File: src/rtl/mochila_ext_bridge.sv
// Registered OBI bridge from the Mochila external slave port to the host SoC bus.
// Optional hung-slave timeout: define MOCHILA_EXT_BRIDGE_TIMEOUT_EN.
package mochila_obi_pkg;
    typedef struct packed {
        logic        req;
        logic        we;
        logic [3:0]  be;
        logic [31:0] addr;
        logic [31:0] wdata;
    } obi_req_t;

    typedef struct packed {
        logic        gnt;
        logic        rvalid;
        logic [31:0] rdata;
    } obi_resp_t;
endpackage

module mochila_ext_bridge
    import mochila_obi_pkg::*;
#(
    parameter int unsigned MAX_OUTSTANDING = 4,
    parameter int unsigned TIMEOUT_CYCLES  = 1024,
    parameter logic [31:0] ERR_RDATA       = 32'hBADC_0DE5
) (
    input  logic      clk_i,
    input  logic      rst_ni,
    input  obi_req_t  slv_req_i,
    output obi_resp_t slv_resp_o,
    output obi_req_t  mst_req_o,
    input  obi_resp_t mst_resp_i,
    output logic      busy_o,
    output logic      timeout_err_o,
    input  logic      err_clr_i
);

    logic        r_full;
    logic        r_we;
    logic [3:0]  r_be;
    logic [31:0] r_addr;
    logic [31:0] r_wdata;
    logic        r_rvalid;
    logic [31:0] r_rdata;
    logic [3:0]  r_issued;
    logic [3:0]  r_dn_out;

    logic [3:0]  w_drop;
    logic        w_timeout;
    logic        w_fwd;
    logic        w_gnt;
    logic        w_mst_hs;
    logic [4:0]  w_inflight;

    // Dropped transactions still occupy an outstanding slot until the host answers them.
    assign w_inflight = {1'b0, r_issued} + {1'b0, w_drop};
    assign w_gnt      = rst_ni && slv_req_i.req && (!r_full || mst_resp_i.gnt)
                        && (w_inflight < 5'(MAX_OUTSTANDING));
    assign w_mst_hs   = r_full && mst_resp_i.gnt;
    assign w_fwd      = mst_resp_i.rvalid && (w_drop == 4'd0);

    always_ff @(posedge clk_i) begin
        if (!rst_ni) begin
            r_full  <= 1'b0;
            r_we    <= 1'b0;
            r_be    <= '0;
            r_addr  <= '0;
            r_wdata <= '0;
        end else begin
            if (w_gnt) begin
                r_full  <= 1'b1;
                r_we    <= slv_req_i.we;
                r_be    <= slv_req_i.be;
                r_addr  <= slv_req_i.addr;
                r_wdata <= slv_req_i.wdata;
            end else if (w_mst_hs) begin
                r_full  <= 1'b0;
            end
        end
    end

    always_ff @(posedge clk_i) begin
        if (!rst_ni) begin
            r_rvalid <= 1'b0;
            r_rdata  <= '0;
        end else begin
            r_rvalid <= w_fwd || w_timeout;
            if (w_fwd) begin
                r_rdata <= mst_resp_i.rdata;
            end else if (w_timeout) begin
                r_rdata <= ERR_RDATA;
            end
        end
    end

    always_ff @(posedge clk_i) begin
        if (!rst_ni) begin
            r_issued <= '0;
            r_dn_out <= '0;
        end else begin
            r_issued <= r_issued + {3'b0, w_gnt} - {3'b0, r_rvalid};
            r_dn_out <= r_dn_out + {3'b0, w_mst_hs} - {3'b0, w_fwd} - {3'b0, w_timeout};
        end
    end

`ifdef MOCHILA_EXT_BRIDGE_TIMEOUT_EN
    localparam int unsigned TW = (TIMEOUT_CYCLES > 1) ? $clog2(TIMEOUT_CYCLES) : 1;

    logic [TW-1:0] r_timer;
    logic [3:0]    r_drop;
    logic          r_err;

    // Timer holds the number of waiting cycles already elapsed; expiry fires on the
    // TIMEOUT_CYCLES-th consecutive cycle with a transaction outstanding downstream.
    assign w_drop    = r_drop;
    assign w_timeout = (r_dn_out != 4'd0) && !mst_resp_i.rvalid
                       && (r_timer == TW'(TIMEOUT_CYCLES - 1));

    always_ff @(posedge clk_i) begin
        if (!rst_ni) begin
            r_timer <= '0;
            r_drop  <= '0;
            r_err   <= 1'b0;
        end else begin
            if (mst_resp_i.rvalid || (r_dn_out == 4'd0) || w_timeout) begin
                r_timer <= '0;
            end else begin
                r_timer <= r_timer + 1'b1;
            end

            if (w_timeout) begin
                r_drop <= r_drop + 4'd1;
            end else if (mst_resp_i.rvalid && (r_drop != 4'd0)) begin
                r_drop <= r_drop - 4'd1;
            end

            if (w_timeout) begin
                r_err <= 1'b1;
            end else if (err_clr_i) begin
                r_err <= 1'b0;
            end
        end
    end

    assign timeout_err_o = r_err;
`else
    logic w_unused_ok;

    assign w_drop        = '0;
    assign w_timeout     = 1'b0;
    assign timeout_err_o = 1'b0;
    assign w_unused_ok   = ^{err_clr_i, TIMEOUT_CYCLES};
`endif

    assign slv_resp_o = '{gnt: w_gnt, rvalid: r_rvalid, rdata: r_rdata};
    assign mst_req_o  = '{req: r_full, we: r_we, be: r_be, addr: r_addr, wdata: r_wdata};
    assign busy_o     = r_full || (r_issued != 4'd0) || (w_drop != 4'd0);

endmodule
File: config.mk
export PLATFORM = sky130hd
export DESIGN_NAME = mochila_ext_bridge
export DESIGN_NICKNAME = d
export VERILOG_FILES = /design/src/rtl/mochila_ext_bridge.sv
export SDC_FILE = /design/constraint.sdc
export NUM_CORES = 1
export LEC_CHECK = 0
export CAP_MARGIN = 20
export CELL_PAD_IN_SITES_DETAIL_PLACEMENT = 1
export CELL_PAD_IN_SITES_GLOBAL_PLACEMENT = 2
export CORE_ASPECT_RATIO = 2
export CORE_MARGIN = 2
export CORE_UTILIZATION = 25
export CTS_CLUSTER_SIZE = 25
export DETAILED_ROUTE_END_ITERATION = 7
export PLACE_DENSITY = 0.86
export SLEW_MARGIN = 40
export SYNTH_ARGS = -nofsm -noshare
export SYNTH_HDL_FRONTEND = slang
export SYNTH_SLANG_ARGS = --single-unit
File: constraint.sdc
create_clock -name clk_i -period 3.4 [get_ports clk_i]
set_input_delay 0.51 -clock clk_i [delete_from_list [all_inputs] [get_ports clk_i]]
set_output_delay 0.51 -clock clk_i [all_outputs]
set_load 0.005 [all_outputs]
== Word-level counts from Yosys, hierarchy flattened ==
Index checks and enable logic that the tools add are counted.
Widths: inputs -> output; s select.

* Bits in registers: 107
* Input port bits: 107

* Reductions and logical operators: 9
* Magnitude comparators: 1
* Add/sub/neg operators: 2
* Multiplexer cells: 2

{| class="wikitable"
|+ Operators with widths
! cell !! number
|-
| $add 4x1->4 || 1
|-
| $logic_and 1x1->1 || 4
|-
| $lt 4x3->1 const B || 1
|-
| $reduce_bool 4->1 || 1
|-
| $sub 4x1->4 || 1
|-
| $logic_or 1x1->1 || 2
|-
| $mux 1 || 2
|-
| $reduce_bool 2->1 || 1
|-
| $logic_not 1->1 || 1
|}

== Logic depth before layout (Yosys ltp) ==
* Depth after elaboration: 6
* Depth in mapped cells: 12
* Depth with buffers taken out: 10

== Worst setup path after synthesis ==
OpenSTA, ideal clock, no wires.

* Kind: input-to-reg
* Start point: input port rst_ni
* End point: register r_issued[2]
* Arrival: 2299 ps
* Cell stages on the path: 11
* Buffers on the path: 3
* Path slack: 986 ps
* Path through: buf_4 > and4_4 > buf_12 > buf_12 > inv_1 > ha_1 > inv_1 > ha_1 > fa_1 > xor2_1 > and2_1

* Word-level cells in the longest chain between the ends: 5

{| class="wikitable"
|+ Ends and longest elaborated chain
! element !! RTL line !! source
|-
| start: declaration || 27 || <nowiki>input logic rst_ni,</nowiki>
|-
| $logic_and 1x1->1 (2 in a row) || 56 || <nowiki>assign w_gnt = rst_ni && slv_req_i.req && (!r_full || mst_resp_i.gnt)</nowiki>
|-
| $logic_and 1x1->1 || 57 || <nowiki>&& (w_inflight < 5'(MAX_OUTSTANDING));</nowiki>
|-
| via w_gnt || 50 || <nowiki>logic w_gnt;</nowiki>
|-
| $add 4x1->4 || 100 || <nowiki>r_issued <= r_issued + {3'b0, w_gnt} - {3'b0, r_rvalid};</nowiki>
|-
| $sub 4x1->4 || 100 ||
|-
| end signal: assignment || 100 ||
|-
| end: declaration || 44 || <nowiki>logic [3:0] r_issued;</nowiki>
|}

The timed path passes the listed nets, and every way through them passes these cells.
A chain may end at the register's enable or synchronous reset.

== Worst setup path after layout ==
* Start point: register r_issued[2]
* End point: output port busy_o

* Word-level cells in the longest chain between the ends: 2

{| class="wikitable"
|+ Ends and longest elaborated chain
! element !! RTL line !! source
|-
| $reduce_bool 4->1 || 156 || <nowiki>assign busy_o = r_full || (r_issued != 4'd0) || (w_drop != 4'd0);</nowiki>
|-
| $logic_or 1x1->1 || 156 ||
|-
| end: declaration || 32 || <nowiki>output logic busy_o,</nowiki>
|}

No other way between the ends.

==> summary.md <==
| Metric | Value |
|---|---|
| Status | `completed` |
| Worst setup EP type | `output port` |
| Share of cells above drive strength 1 | `under 10%` |
| First-pass GRT wire length | `just over 20000 microns` |
| CTS Buf Count | `9` |
| Number of placement rows | `slightly below 70` |
| DRT iter0 DRCs | `43` |
| CTS Hold Bufs | `0` |
| Post-CTS Setup Inserts | `0` |
| Post-synth cell types | `21` |
| PortBufs | `210` |
| Kind of critical path | `flip-flop to output port` |
| TritonRoute pass-1 iters | `4` |
| Design Area, Final | `between 0.006 and 0.007 sq mm` |
| Final ANT Viol Nets | `0` |
| Initial antenna violation count | `2` |
| Syn_nets | `548` |
| DR vias | `3540` |
| Starting Density | `about a quarter` |
| Vias in the first global route | `approximately 4000` |
| HPWL after DPL | `approximately 9900 microns` |
| Peak VDD IR | `roughly 0.22 mV` |
| Hold Path End | `r_be[1]` |
| DRT Wirelength | `between 10000 and 15000 microns` |
| Layout Nets | `between 700 and 800` |
| Root buffer cell | `clkbuf_16` |
| Worst hold path stage count | `2` |
| Setup Total Neg Slack | `0 ns` |
| Switching Share | `a little over a quarter` |
| RR Startpoint | `r_issued[2]` |
| P_leak | `roughly 2.8 nW` |
| Die W | `slightly below 100 microns` |
| Critical path startpoint category | `flip-flop` |
| Fmax | `approximately 400 MHz` |
| Clk buf depth | `2` |
| Grt ovf | `0` |
| Die Y | `roughly 190 microns` |
| CTS tree | `done` |
| Place WS | `between 0.5 and 0.6 ns` |
| Internal | `2.688 mW` |
| Global-route usage over all layers | `between 10 and 15%` |
| Yosys warning count | `0` |
| Vias per Instance | `around 4.2` |
| Sequential power share | `roughly 43%` |
| Placed inst area | `roughly 0.0065 sq mm` |
| Worst Tran Pin Value | `0.7464 ns` |
| Reg2reg end | `r_wdata[0]` |
| Residual DRC | `0` |
| Top Ports | `between 200 and 250` |
| Die Area | `approximately 0.019 sq mm` |
| Layout Utilization | `39.46%` |
| Cells after synthesis | `435` |
| Area leader, netlist | `dfxtp_1` |
| Yosys reg bits | `between 100 and 150` |
| MaxCap Viol Count | `0` |
| Hold_sp | `r_be[1]` |
| Switching pwr | `~0.95 mW` |
| Largest cells by area after synthesis | `dfxtp_1 (49%), mux2i_1 (23%), inv_1 (6.4%)` |
| Mapped cell area | `0.004372 sq mm` |
| Clock share of power | `between 20 and 30%` |
| Clock sink count | `107` |
| Worst R2R Path Depth | `6` |
| Core area | `0.01719 sq mm` |
| # setup viols final | `0` |
| Hold Crit Class | `flip-flop to flip-flop` |
| Worst path arrival time | `around 2.0 ns` |
| Post-DR wirelength/cell | `approximately 15 microns` |
| Pwr Total | `~3.6 mW` |
| Worst-path fanout max | `3` |
| Area share of the largest cell type after synthesis | `approximately half` |
| Power Density | `around 540 mW/mm^2` |
| # resized after CTS | `0` |
| Synthesized area per cell | `approximately 10 sq um` |
| Max-slew violation count | `0` |
| Sequential share of the synthesized area | `49.00%` |
| Rel. slew slack | `50.24%` |
| Combinational share of power | `around 28%` |
| RSZ-0062 raised after global routing | `no` |
| Worst Clk Skew | `0.004267 ns` |
| GP Congestion | `0.7388` |
| Hold Fails Final Rpt | `0` |
| Clock latency at the later pin of the worst-skew pair | `0.35 ns` |
| Setup ws final | `just under 0.9 ns` |
| H-tree levels | `3` |
| Largest net degree at the start of global routing | `roughly 110` |
| R2R Setup Slk | `between 1 and 1.5 ns` |
| Synthesis-to-layout area growth | `55.12%` |
| Min cycle time layout | `about 2.5 ns` |
| Req. time, crit path | `~2.9 ns` |
| CTS clk-pin slew, worst paths | `~0.070 ns` |
| Period utilization | `73.88%` |
[placed cells by master, fill, tap and decap left out, drive strengths merged]
cell type and instances:
conb 1, a21o 1, bufinv 1, clkdlybuf4s50 208, ha 5, a21boi 1
xor2 1, or4b 1, nand2 71, nor2b 32, a21oi 1, diode 1
nand2b 2, clkinv 1, and2 4, fa 1, and4 1, mux2i 102
clkinvlp 2, dfxtp 107, inv 75, buf 5, clkbuf 11
[synthesized netlist by cell type]
cell	n
dfxtp_1	107
mux2i_1	102
inv_1	75
nand2_1	71
nor2b_1	32
buf_4	9
buf_12	8
clkbuf_1	7
buf_2	5
ha_1	5
and2_1	4
a21boi_0	1
a21o_1	1
a21oi_1	1
and4_4	1
conb_1	1
fa_1	1
nand2b_1	1
nand2b_4	1
or4b_2	1
xor2_1	1
[worst max-delay path by stage]
stage | end | from | slack (ns)
floorplan | r_issued[2] | rst_ni | 0.99
global placement | r_be[1] | mst_resp_i[33] | 0.61
detailed placement | r_wdata[2] | mst_resp_i[33] | 0.56
CTS | busy_o | r_issued[2] | 0.86
global route | r_wdata[0] | mst_resp_i[33] | 0.81
finish | busy_o | r_issued[2] | 0.89
[critical path, cell delays in order, from the launching register on]
cell             delay (ns)
dfxtp_1                0.30
inv_1                  0.08
ha_1                   0.20
or4b_2                 0.59
clkdlybuf4s50_1        0.48
[logic make-up (layout without fill, tap and decap cells)]
| kind of cell | after synthesis | after routing | synth area share [%] |
|---|---|---|---|
| flip-flops | 107 | 107 | 49.00 |
| adder cells (fa/ha/maj) | 6 | 6 | 1.889 |
| AO/OA/AOI/OAI | 3 | 3 | 0.4579 |
| buffers and inverters | 104 | 303 | 12.82 |
| XOR/XNOR | 1 | 1 | 0.2004 |
| multiplexers | 102 | 102 | 23.35 |
| other | 1 | 2 | 0.08578 |
| AND/OR/NAND/NOR | 111 | 111 | 12.19 |
[power by group through the flow]
stage | Sequential [mW] | Clock (mW) | Combinational [mW]
after global placement | 1.57 | 0 | 0.991
after global routing | 1.58 | 1.18 | 1.10
final | 1.56 | 1.07 | 1.01
after detailed placement | 1.59 | 0 | 1.03
after CTS | 1.56 | 1.12 | 1.04
after floorplan | 1.59 | 0 | 0.491
[per-stage QoR]
step                      hold WS (ns)  std cells
after floorplan                 0.4351        435
after global placement          0.4422        829
after detailed placement        0.4529        829
after CTS                       0.4646        844
after global routing            0.4812        845
final                           0.4605        845
[layout make-up]
cell class	instances	area, sq um
antenna	1	2.502
sequential	107	2142
inverter	75	281.5
multi-input combinational	224	1669
fill	1960	10410
clock buffer	11	252.7
tap	210	262.8
timing repair buffer	213	2121
clock inverter	4	50.05
[metal layers]
layer	vias up	wire length, microns	track usage, %
li1	1712	-	-
met5	-	0	0
met4	0	267	5.075
met3	18	757	4.314
met2	129	7555	28.28
met1	1681	4173	12.48
[registers in the layout, summed over array words and instances, names as in the netlist]
register,count
r_addr,32
r_be,4
r_full,1
r_issued,4
r_rdata,32
r_rvalid,1
r_wdata,32
r_we,1
Power figures use the tool's default switching activity.
